<file path="src/rtl/regfile_reader_pkg.sv">
// regfile_reader_pkg: constants and types shared by the register-file
// reader, the register file and decode.
//   CoreDataWidth / CoreNumRegs / CoreAddrWidth : register-file geometry
//   reg_idx_t : register index type
//   state_t   : reader FSM states
package regfile_reader_pkg;

    localparam int CoreDataWidth = 16;
    localparam int CoreNumRegs   = 16;
    localparam int CoreAddrWidth = $clog2(CoreNumRegs);

    typedef logic [CoreAddrWidth-1:0] reg_idx_t;

    typedef enum logic [1:0] {
        IDLE,
        LOAD,
        SEND,
        DONE
    } state_t;

endpackage

</file>
<file path="src/rtl/regfile_reader_if.sv">
// regfile_reader_if: valid/ready word stream produced by the register-file
// reader.
//   out_valid : out_data/out_addr/out_last are valid
//   out_ready : sink accepts the word
//   out_data  : register value
//   out_addr  : register index of out_data
//   out_last  : final word of the requested range
// master = reader side, slave = sink side.
interface regfile_reader_if
    import regfile_reader_pkg::*;
#(
    parameter int DataWidth = CoreDataWidth,
    parameter int AddrWidth = CoreAddrWidth
);

    logic                 out_valid;
    logic                 out_ready;
    logic [DataWidth-1:0] out_data;
    logic [AddrWidth-1:0] out_addr;
    logic                 out_last;

    modport master (
        output out_valid,
        output out_data,
        output out_addr,
        output out_last,
        input  out_ready
    );

    modport slave (
        input  out_valid,
        input  out_data,
        input  out_addr,
        input  out_last,
        output out_ready
    );

endinterface

</file>
<file path="src/rtl/regfile_reader.sv">
// regfile_reader: streams a contiguous (wrapping) range of registers out of
// the core register file over a valid/ready stream.
//   clk, rst       : clock, synchronous active-high reset
//   i_start        : request a dump (sampled only in IDLE)
//   i_first_addr   : first register index (sampled with i_start)
//   i_last_addr    : last register index (sampled with i_start)
//   i_abort        : cancel an in-progress dump
//   o_rf_addr      : register-file read address (always the load pointer)
//   i_rf_data      : register-file read data, combinational from o_rf_addr
//   bus            : output word stream (master side)
//   o_busy         : high in any state other than IDLE
//   o_done         : one-cycle pulse after the final handshake
module regfile_reader
    import regfile_reader_pkg::*;
#(
    parameter int DataWidth = CoreDataWidth,
    parameter int NumRegs   = CoreNumRegs,
    parameter int AddrWidth = $clog2(NumRegs)
) (
    input  logic                 clk,
    input  logic                 rst,
    input  logic                 i_start,
    input  logic [AddrWidth-1:0] i_first_addr,
    input  logic [AddrWidth-1:0] i_last_addr,
    input  logic                 i_abort,
    output logic [AddrWidth-1:0] o_rf_addr,
    input  logic [DataWidth-1:0] i_rf_data,
    regfile_reader_if.master     bus,
    output logic                 o_busy,
    output logic                 o_done
);

    state_t               r_state;
    state_t               w_next_state;
    logic [AddrWidth-1:0] r_ptr;
    // One bit wider than an index so a full-file dump (NumRegs words) fits.
    logic [AddrWidth:0]   r_remaining;
    logic                 r_out_valid;
    logic [DataWidth-1:0] r_out_data;
    logic [AddrWidth-1:0] r_out_addr;
    logic                 r_out_last;
    logic                 r_done;

    logic                 w_fire;
    logic [AddrWidth-1:0] w_span;
    logic [AddrWidth:0]   w_count;

    // Span wraps modulo NumRegs, so count is always 1..NumRegs.
    assign w_span  = i_last_addr - i_first_addr;
    assign w_count = {1'b0, w_span} + (AddrWidth+1)'(1);
    assign w_fire  = r_out_valid & bus.out_ready;

    always_comb begin
        w_next_state = r_state;
        o_rf_addr    = r_ptr;
        o_busy       = (r_state != IDLE);
        case (r_state)
            IDLE: if (i_start) w_next_state = LOAD;
            LOAD: w_next_state = i_abort ? IDLE : SEND;
            SEND: begin
                if (i_abort)                  w_next_state = IDLE;
                else if (w_fire && r_out_last) w_next_state = DONE;
            end
            DONE: w_next_state = IDLE;
            default: w_next_state = IDLE;
        endcase
    end

    always_ff @(posedge clk) begin
        if (rst) begin
            r_state     <= IDLE;
            r_ptr       <= '0;
            r_remaining <= '0;
            r_out_valid <= 1'b0;
            r_out_data  <= '0;
            r_out_addr  <= '0;
            r_out_last  <= 1'b0;
            r_done      <= 1'b0;
        end else begin
            r_state <= w_next_state;
            case (r_state)
                IDLE: begin
                    if (i_start) begin
                        r_ptr       <= i_first_addr;
                        r_remaining <= w_count;
                    end
                end
                // LOAD and a non-final fire in SEND share the word-load path,
                // which keeps the stream bubble-free under constant ready.
                LOAD, SEND: begin
                    if (i_abort) begin
                        r_out_valid <= 1'b0;
                        r_out_last  <= 1'b0;
                    end else if (r_state == SEND && w_fire && r_out_last) begin
                        r_out_valid <= 1'b0;
                        r_done      <= 1'b1;
                    end else if (r_state == LOAD || w_fire) begin
                        r_out_data  <= i_rf_data;
                        r_out_addr  <= r_ptr;
                        r_out_valid <= 1'b1;
                        r_out_last  <= (r_remaining == (AddrWidth+1)'(1));
                        r_ptr       <= r_ptr + AddrWidth'(1);
                        r_remaining <= r_remaining - (AddrWidth+1)'(1);
                    end
                end
                DONE: r_done <= 1'b0;
                default: ;
            endcase
        end
    end

    assign bus.out_valid = r_out_valid;
    assign bus.out_data  = r_out_data;
    assign bus.out_addr  = r_out_addr;
    assign bus.out_last  = r_out_last;
    assign o_done        = r_done;

endmodule

</file>
<file path="src/flat_wrapper.sv">
// flat-port wrapper written by rule: the top's interface ports become plain ports
module regfile_reader_flat import regfile_reader_pkg::*;
#(
    parameter int DataWidth = CoreDataWidth,
    parameter int NumRegs   = CoreNumRegs,
    parameter int AddrWidth = $clog2(NumRegs)
)
  (clk, rst, i_start, i_first_addr, i_last_addr, i_abort, o_rf_addr, i_rf_data, o_busy, o_done, bus_out_valid, bus_out_data, bus_out_addr, bus_out_last, bus_out_ready);
  regfile_reader_if #(.DataWidth(DataWidth), .AddrWidth(AddrWidth)) bus_i ();
  input  logic clk;
  input  logic rst;
  input  logic i_start;
  input  logic [AddrWidth-1:0] i_first_addr;
  input  logic [AddrWidth-1:0] i_last_addr;
  input  logic i_abort;
  output logic [AddrWidth-1:0] o_rf_addr;
  input  logic [DataWidth-1:0] i_rf_data;
  output logic o_busy;
  output logic o_done;
  output wire logic [$bits(bus_i.out_valid)-1:0] bus_out_valid;
  output wire logic [$bits(bus_i.out_data)-1:0] bus_out_data;
  output wire logic [$bits(bus_i.out_addr)-1:0] bus_out_addr;
  output wire logic [$bits(bus_i.out_last)-1:0] bus_out_last;
  input wire logic [$bits(bus_i.out_ready)-1:0] bus_out_ready;
  assign bus_out_valid = bus_i.out_valid;
  assign bus_out_data = bus_i.out_data;
  assign bus_out_addr = bus_i.out_addr;
  assign bus_out_last = bus_i.out_last;
  assign bus_i.out_ready = bus_out_ready;
  regfile_reader #(.DataWidth(DataWidth), .NumRegs(NumRegs), .AddrWidth(AddrWidth)) u_core (.clk(clk), .rst(rst), .i_start(i_start), .i_first_addr(i_first_addr), .i_last_addr(i_last_addr), .i_abort(i_abort), .o_rf_addr(o_rf_addr), .i_rf_data(i_rf_data), .bus(bus_i), .o_busy(o_busy), .o_done(o_done));
endmodule
</file>
<file path="config.mk">
export PLATFORM = sky130hd
export DESIGN_NAME = regfile_reader_flat
export DESIGN_NICKNAME = d
export VERILOG_FILES = /design/src/rtl/regfile_reader_pkg.sv /design/src/rtl/regfile_reader_if.sv /design/src/rtl/regfile_reader.sv /design/src/flat_wrapper.sv
export SDC_FILE = /design/constraint.sdc
export NUM_CORES = 1
export LEC_CHECK = 0
export ABC_AREA = 1
export CAP_MARGIN = 15
export CORE_ASPECT_RATIO = 0.6
export CORE_MARGIN = 1
export CORE_UTILIZATION = 47
export DETAILED_ROUTE_END_ITERATION = 10
export PLACE_DENSITY = 0.8
export SLEW_MARGIN = 10
export SYNTH_ARGS = -nofsm -noshare
export SYNTH_HDL_FRONTEND = slang
export SYNTH_SLANG_ARGS = --single-unit
</file>
<file path="constraint.sdc">
create_clock -name clk -period 2.61 [get_ports clk]
set_clock_uncertainty 0.15 [all_clocks]
set_input_delay 0.783 -clock clk [delete_from_list [all_inputs] [get_ports clk]]
set_output_delay 0.783 -clock clk [all_outputs]
set_load 0.01 [all_outputs]
</file>
Word level (Yosys, flattened, before mapping)
Cells that the tools add are included.
W data, S select, Z words.
{"block": "classes", "addsub": 4, "n_eq_ne": 11, "mux": 24, "bitwise": 3, "reduce_logical": 17}
{"cell": "$mux W5", "count": 4}
{"cell": "$mux W4", "count": 4}
{"cell": "$pmux W5 S2", "count": 1}
{"cell": "$mux W1", "count": 8}
{"cell": "$mux W2", "count": 4}
{"cell": "$ne A2 B2 Y1 const B", "count": 4}
{"cell": "$pmux W2 S4", "count": 1}
{"cell": "$pmux W4 S2", "count": 1}
{"cell": "$reduce_bool A2 Y1", "count": 4}
{"cell": "$reduce_and A3 Y1", "count": 2}
{"cell": "$add A4 B1 Y5 const B", "count": 1}
{"cell": "$eq A5 B1 Y1 const B", "count": 1}
{"cell": "$reduce_and A5 Y1", "count": 1}
{"cell": "$sub A5 B1 Y5 const B", "count": 1}
{"cell": "$add A4 B1 Y4 const B", "count": 1}
{"cell": "$eq A2 B2 Y1 const B", "count": 2}
{"cell": "$ne A2 B1 Y1 const B", "count": 2}
{"cell": "$reduce_and A2 Y1", "count": 2}
{"cell": "$reduce_and A4 Y1", "count": 1}
{"cell": "$sub A4 B4 Y4", "count": 1}
{"cell": "$logic_and A1 B1 Y1", "count": 3}
{"cell": "$ne A3 B2 Y1 const B", "count": 1}
{"cell": "$reduce_bool A3 Y1", "count": 1}
{"cell": "$eq A2 B1 Y1 const B", "count": 1}
{"cell": "other kinds (6)", "count": 7}
{"block": "totals", "ff_bits": 34, "out_inout_bits": 28, "word_cells": 67}

Logic depth before layout (Yosys ltp)
{"block": "logic_depth", "depth_word": 6, "ltp_mapped": 12, "depth_no_buf": 12}

Worst setup path after synthesis
OpenSTA, ideal clock, no wires.
{"block": "synth_timing", "path_kind": "in2reg", "startpoint": "input i_last_addr[0]", "endpoint": "register u_core.r_remaining[1]", "setup_time_ps": 116, "t_arrival_ps": 2034, "setup_slack_ps": 311, "cell_stages": 9, "path_buffers": 0, "cell_sequence": "inv_1 -> ha_1 -> inv_1 -> fa_1 -> ha_1 -> nand2_1 -> o21ai_0 -> o21ai_0 -> nor2_1"}
{"block": "synth_between", "elab_chain_cells": 4}
{"element": "from (decl)", "line": "flat_wrapper.sv:14", "rtl": "input logic [AddrWidth-1:0] i_last_addr;"}
{"element": "$sub A4 B4 Y4", "line": "regfile_reader.sv:49", "rtl": "assign w_span = i_last_addr - i_first_addr;"}
{"element": "$add A4 B1 Y5", "line": "regfile_reader.sv:50", "rtl": "assign w_count = {1'b0, w_span} + (AddrWidth+1)'(1);"}
{"element": "$mux W5", "line": "regfile_reader.sv:83", "rtl": "if (i_start) begin"}
{"element": "$pmux W5 S2", "line": "regfile_reader.sv:81", "rtl": "case (r_state)"}
{"element": "to (signal assigned)", "line": "regfile_reader.sv:85", "rtl": "r_remaining <= w_count;"}
{"element": "to (signal assigned)", "line": "regfile_reader.sv:103", "rtl": "r_remaining <= r_remaining - (AddrWidth+1)'(1);"}
{"element": "to (decl)", "line": "regfile_reader.sv:37", "rtl": "logic [AddrWidth:0] r_remaining;"}
No other way between the ends. The select of a mux whose other input is x is not followed.
A chain may end at the register's enable or synchronous reset.

Final worst setup path
{"block": "layout_timing", "startpoint": "register u_core.r_state[0]", "endpoint": "output o_busy"}
{"block": "layout_between", "elab_chain_cells": 1}
{"element": "from (decl)", "line": "regfile_reader.sv:33", "rtl": "state_t r_state;"}
{"element": "from (signal assigned)", "line": "regfile_reader.sv:80", "rtl": "r_state <= w_next_state;"}
{"element": "$reduce_bool A2 Y1", "line": "regfile_reader.sv:56", "rtl": "o_busy = (r_state != IDLE);"}
{"element": "to (decl)", "line": "flat_wrapper.sv:18", "rtl": "output logic o_busy;"}
No other way between the ends.

==> impl_results.md <==
* Netlist cell types at 29
* Final worst-path cycle share at between 90% and 100%
* Vias in the first global route at approximately 1800
* Yosys reg bits at 34
* Width of the die at 84.3 µm
* Placed Cells at about 360
* Syn Nets at between 300 and 400
* P&R area growth vs syn at 35.9%
* FFs w/ async S/R, synth at 0%
* Drt first-iter violations at 67
* First-pass GRT wire length at 8230 µm
* Power Density at 743 nW/µm²
* Worst VDD drop at about 0.34 mV
* Clock-pin transition on the worst setup and hold timing paths at around 0.07 ns
* Routed length on met2 at 2050 µm
* CP Capture Type: primary output
* Post-route ant nets at 0
* Slowest stage delay, CP at between 0.5 and 0.6 ns
* Clk pwr share at a little over a fifth
* # IOs at 57
* Hold Slack at about 0.32 ns
* HP Class: reg2reg
* Register area share after synthesis at around 36%
* WP data required at approximately 1.7 ns
* Number of flops mapped to enable cells by yosys at 0
* CTS tree: done
* Setup TNS at 0 ns
* CTS root buf: clkbuf_8
* CP Buf/Inv Count at 3
* Slew Limit Fails at 0
* Yosys top cell by area: dfxtp_1
* Core Region at ~3800 µm²
* Share of cells above drive strength 1 at between 10% and 20%
* Switching share of power at ~39%
* CP startpoint kind: register
* Area share of the largest cell type after synthesis at between 30% and 40%
* H-Tree Depth at 2
* Hold-fix buffers at CTS at 0
* Avg WL per Cell at between 10 and 15 µm
* Lkg Pwr at 1.06 nW
* Final Hold Fails at 0
* Arrival @ worst endpoint at roughly 1.6 ns
* Mapped cell area at between 1500 and 2000 µm²
* Met1 wire length at about 2400 µm
* Layout Utilization at roughly 69%
* Initial Util at 50.5%
* Least-Margin Pin Slew at 0.398 ns
* Ys Warns at 0
* GP Congestion at about 0.9
* Number of setup violations in the final report at 0
* Avg Synthesized Cell Area at roughly 7 µm²
* Pint at ~1.2 mW
* Slowest-stage cell, CP: clkdlybuf4s50_1
* Sequential power share at between 30% and 40%
* CP Cell Sequence: inv_1 > ha_2 > inv_2 > clkdlybuf4s50_1
* Via count at 1926
* Worst slew margin at roughly 73%
* TritonRoute pass-1 iters at 4
* Worst-skew pair later-pin latency at 0.29 ns
* Final Critical Period at 2.54 ns
* Die ar. at around 4300 µm²
* Final Non-Filler Cells at approximately 370
* Most frequent cells after synthesis: 54 x nand2_1, 34 x dfxtp_1, 32 x nand3_1
* DRC viols at 0
* Outcome: completed
* CP Class: reg2out
* Inserted Diodes at 0
* Bufs on Longest Clock Path at 2
* Remaining Overflow, GRT at 0
* NetSw at around 760 µW
* Main flop type after synthesis: dfxtp_1
* Max Cap Viol at 0
* CP top delay family: buffers and inverters
* Met3 wire length at roughly 370 µm
* Die height at 51.4 µm
* Rows at 17
* Synth Instances at between 200 and 300
* Largest net degree at the start of global routing at 23
* Hpwl dp at roughly 3700 µm
* Initial antenna violation count at 0
* Layout Nets at 365
* Top Layer Used: met4
* Total CTS buffers at 5
* Crit-path max FO at 4
* Clock sinks at 34
* RSZ-0062 raised after global routing: false
* Total track usage at 24.2%
* Fmax achieved at 0.394 GHz
* Count leader, synth: nand2_1
* Combinational Power Share at roughly 44%
* IO Port Bufs at 56
* Vias per cell at 5.19
* Top post-synthesis cells by area: dfxtp_1 36%, nand2_1 11%, nand3_1 8.4%, a21oi_1 7.9%, ha_1 7.9%
* DRT Wirelength at about 5000 µm
final timing paths:
kind | start | to | slack, ns | cells past startpoint
hold / removal | u_core.bus.out_data[10] | u_core.bus.out_data[10] | 0.32 | 2
setup reg to reg | u_core.r_state[1] | u_core.r_remaining[2] | 0.54 | 9
hold reg to reg | u_core.bus.out_data[10] | u_core.bus.out_data[10] | 0.32 | 2
setup / recovery | u_core.r_state[0] | o_busy | 0.07 | 4
cell families after synthesis:
kind of cell | synth area share, %
AND/OR/NAND/NOR | 30.1
flip-flops | 35.6
buffers and inverters | 10.7
AO/OA/AOI/OAI | 14.7
adder cells (fa/ha/maj) | 8.90
layout by cell type, fill, tap and decap left out:
cell type and n:
clkdlybuf4s50_1 54, o22ai_1 1, o21ai_0 11, fa_1 1, or2_2 1, nand2_4 2, a21oi_2 3, clkinvlp_4 1
inv_1 23, a21oi_1 30, inv_2 5, nand2_2 4, nor2_1 22, clkbuf_8 6, nand2_1 54, o21ai_1 4
a31oi_1 1, nand3_1 32, ha_2 3, buf_4 8, a211oi_1 1, nor3_1 2, dlymetal6s2s_1 2, a221oi_1 1
clkinv_2 1, ha_1 9, nor2_4 3, nand4_1 3, nor2_2 1, nand3b_1 1, dfxtp_1 34
timing repair:
item / CTS / global route
endpoints found under the setup margin: 0 / 3
buffers inserted: 0 / 0
resized for setup: 0 / 9
power groups by stage:
stage	clock network [mW]	logic [mW]	registers, mW
final	0.407	0.848	0.676
after global routing	0.437	0.945	0.689
after CTS	0.413	0.833	0.675
after floorplan	0	0.573	0.691
after global placement	0	0.803	0.683
after detailed placement	0	0.825	0.687
final cells by class:
class / count / area, µm²
inverter: 28 / 105
multi-input combinational: 190 / 1030
timing repair buffer: 64 / 626
clock buffer: 6 / 82.6
tap: 47 / 58.8
clock inverter: 2 / 12.5
sequential: 34 / 681
fill: 321 / 1190
layer usage:
layer | global-route usage (%) | vias up
met2 | 36.5 | 68
met5 | 0 | -
met3 | 7.43 | 2
met4 | 5.65 | 0
met1 | 33.9 | 874
li1 | - | 982
worst min-delay path, delay by kind of cell, from the launching register on:
kind | cells | cell delay (ns)
AND/OR/NAND/NOR | 1 | 0.06
AO/OA/AOI/OAI | 1 | 0.05
flip-flops | 1 | 0.31
stage by stage:
stage / setup WS [ns] / power [mW] / cell area (µm²)
global route: 0.00894 / 2.07 / 2600
floorplan: 0.311 / 1.26 / 1910
global placement: -0.207 / 1.49 / 2490
detailed placement: -0.279 / 1.51 / 2490
CTS: 0.0240 / 1.92 / 2590
finish: 0.0747 / 1.93 / 2600
registers in the layout, indices dropped and copies added (netlist names):
name / count
u_core.bus.out_addr: 4
u_core.bus.out_data: 16
u_core.bus.out_last: 1
u_core.bus.out_valid: 1
u_core.o_done: 1
u_core.o_rf_addr: 4
u_core.r_remaining: 5
u_core.r_state: 2
(Power assumes the default switching activity.)
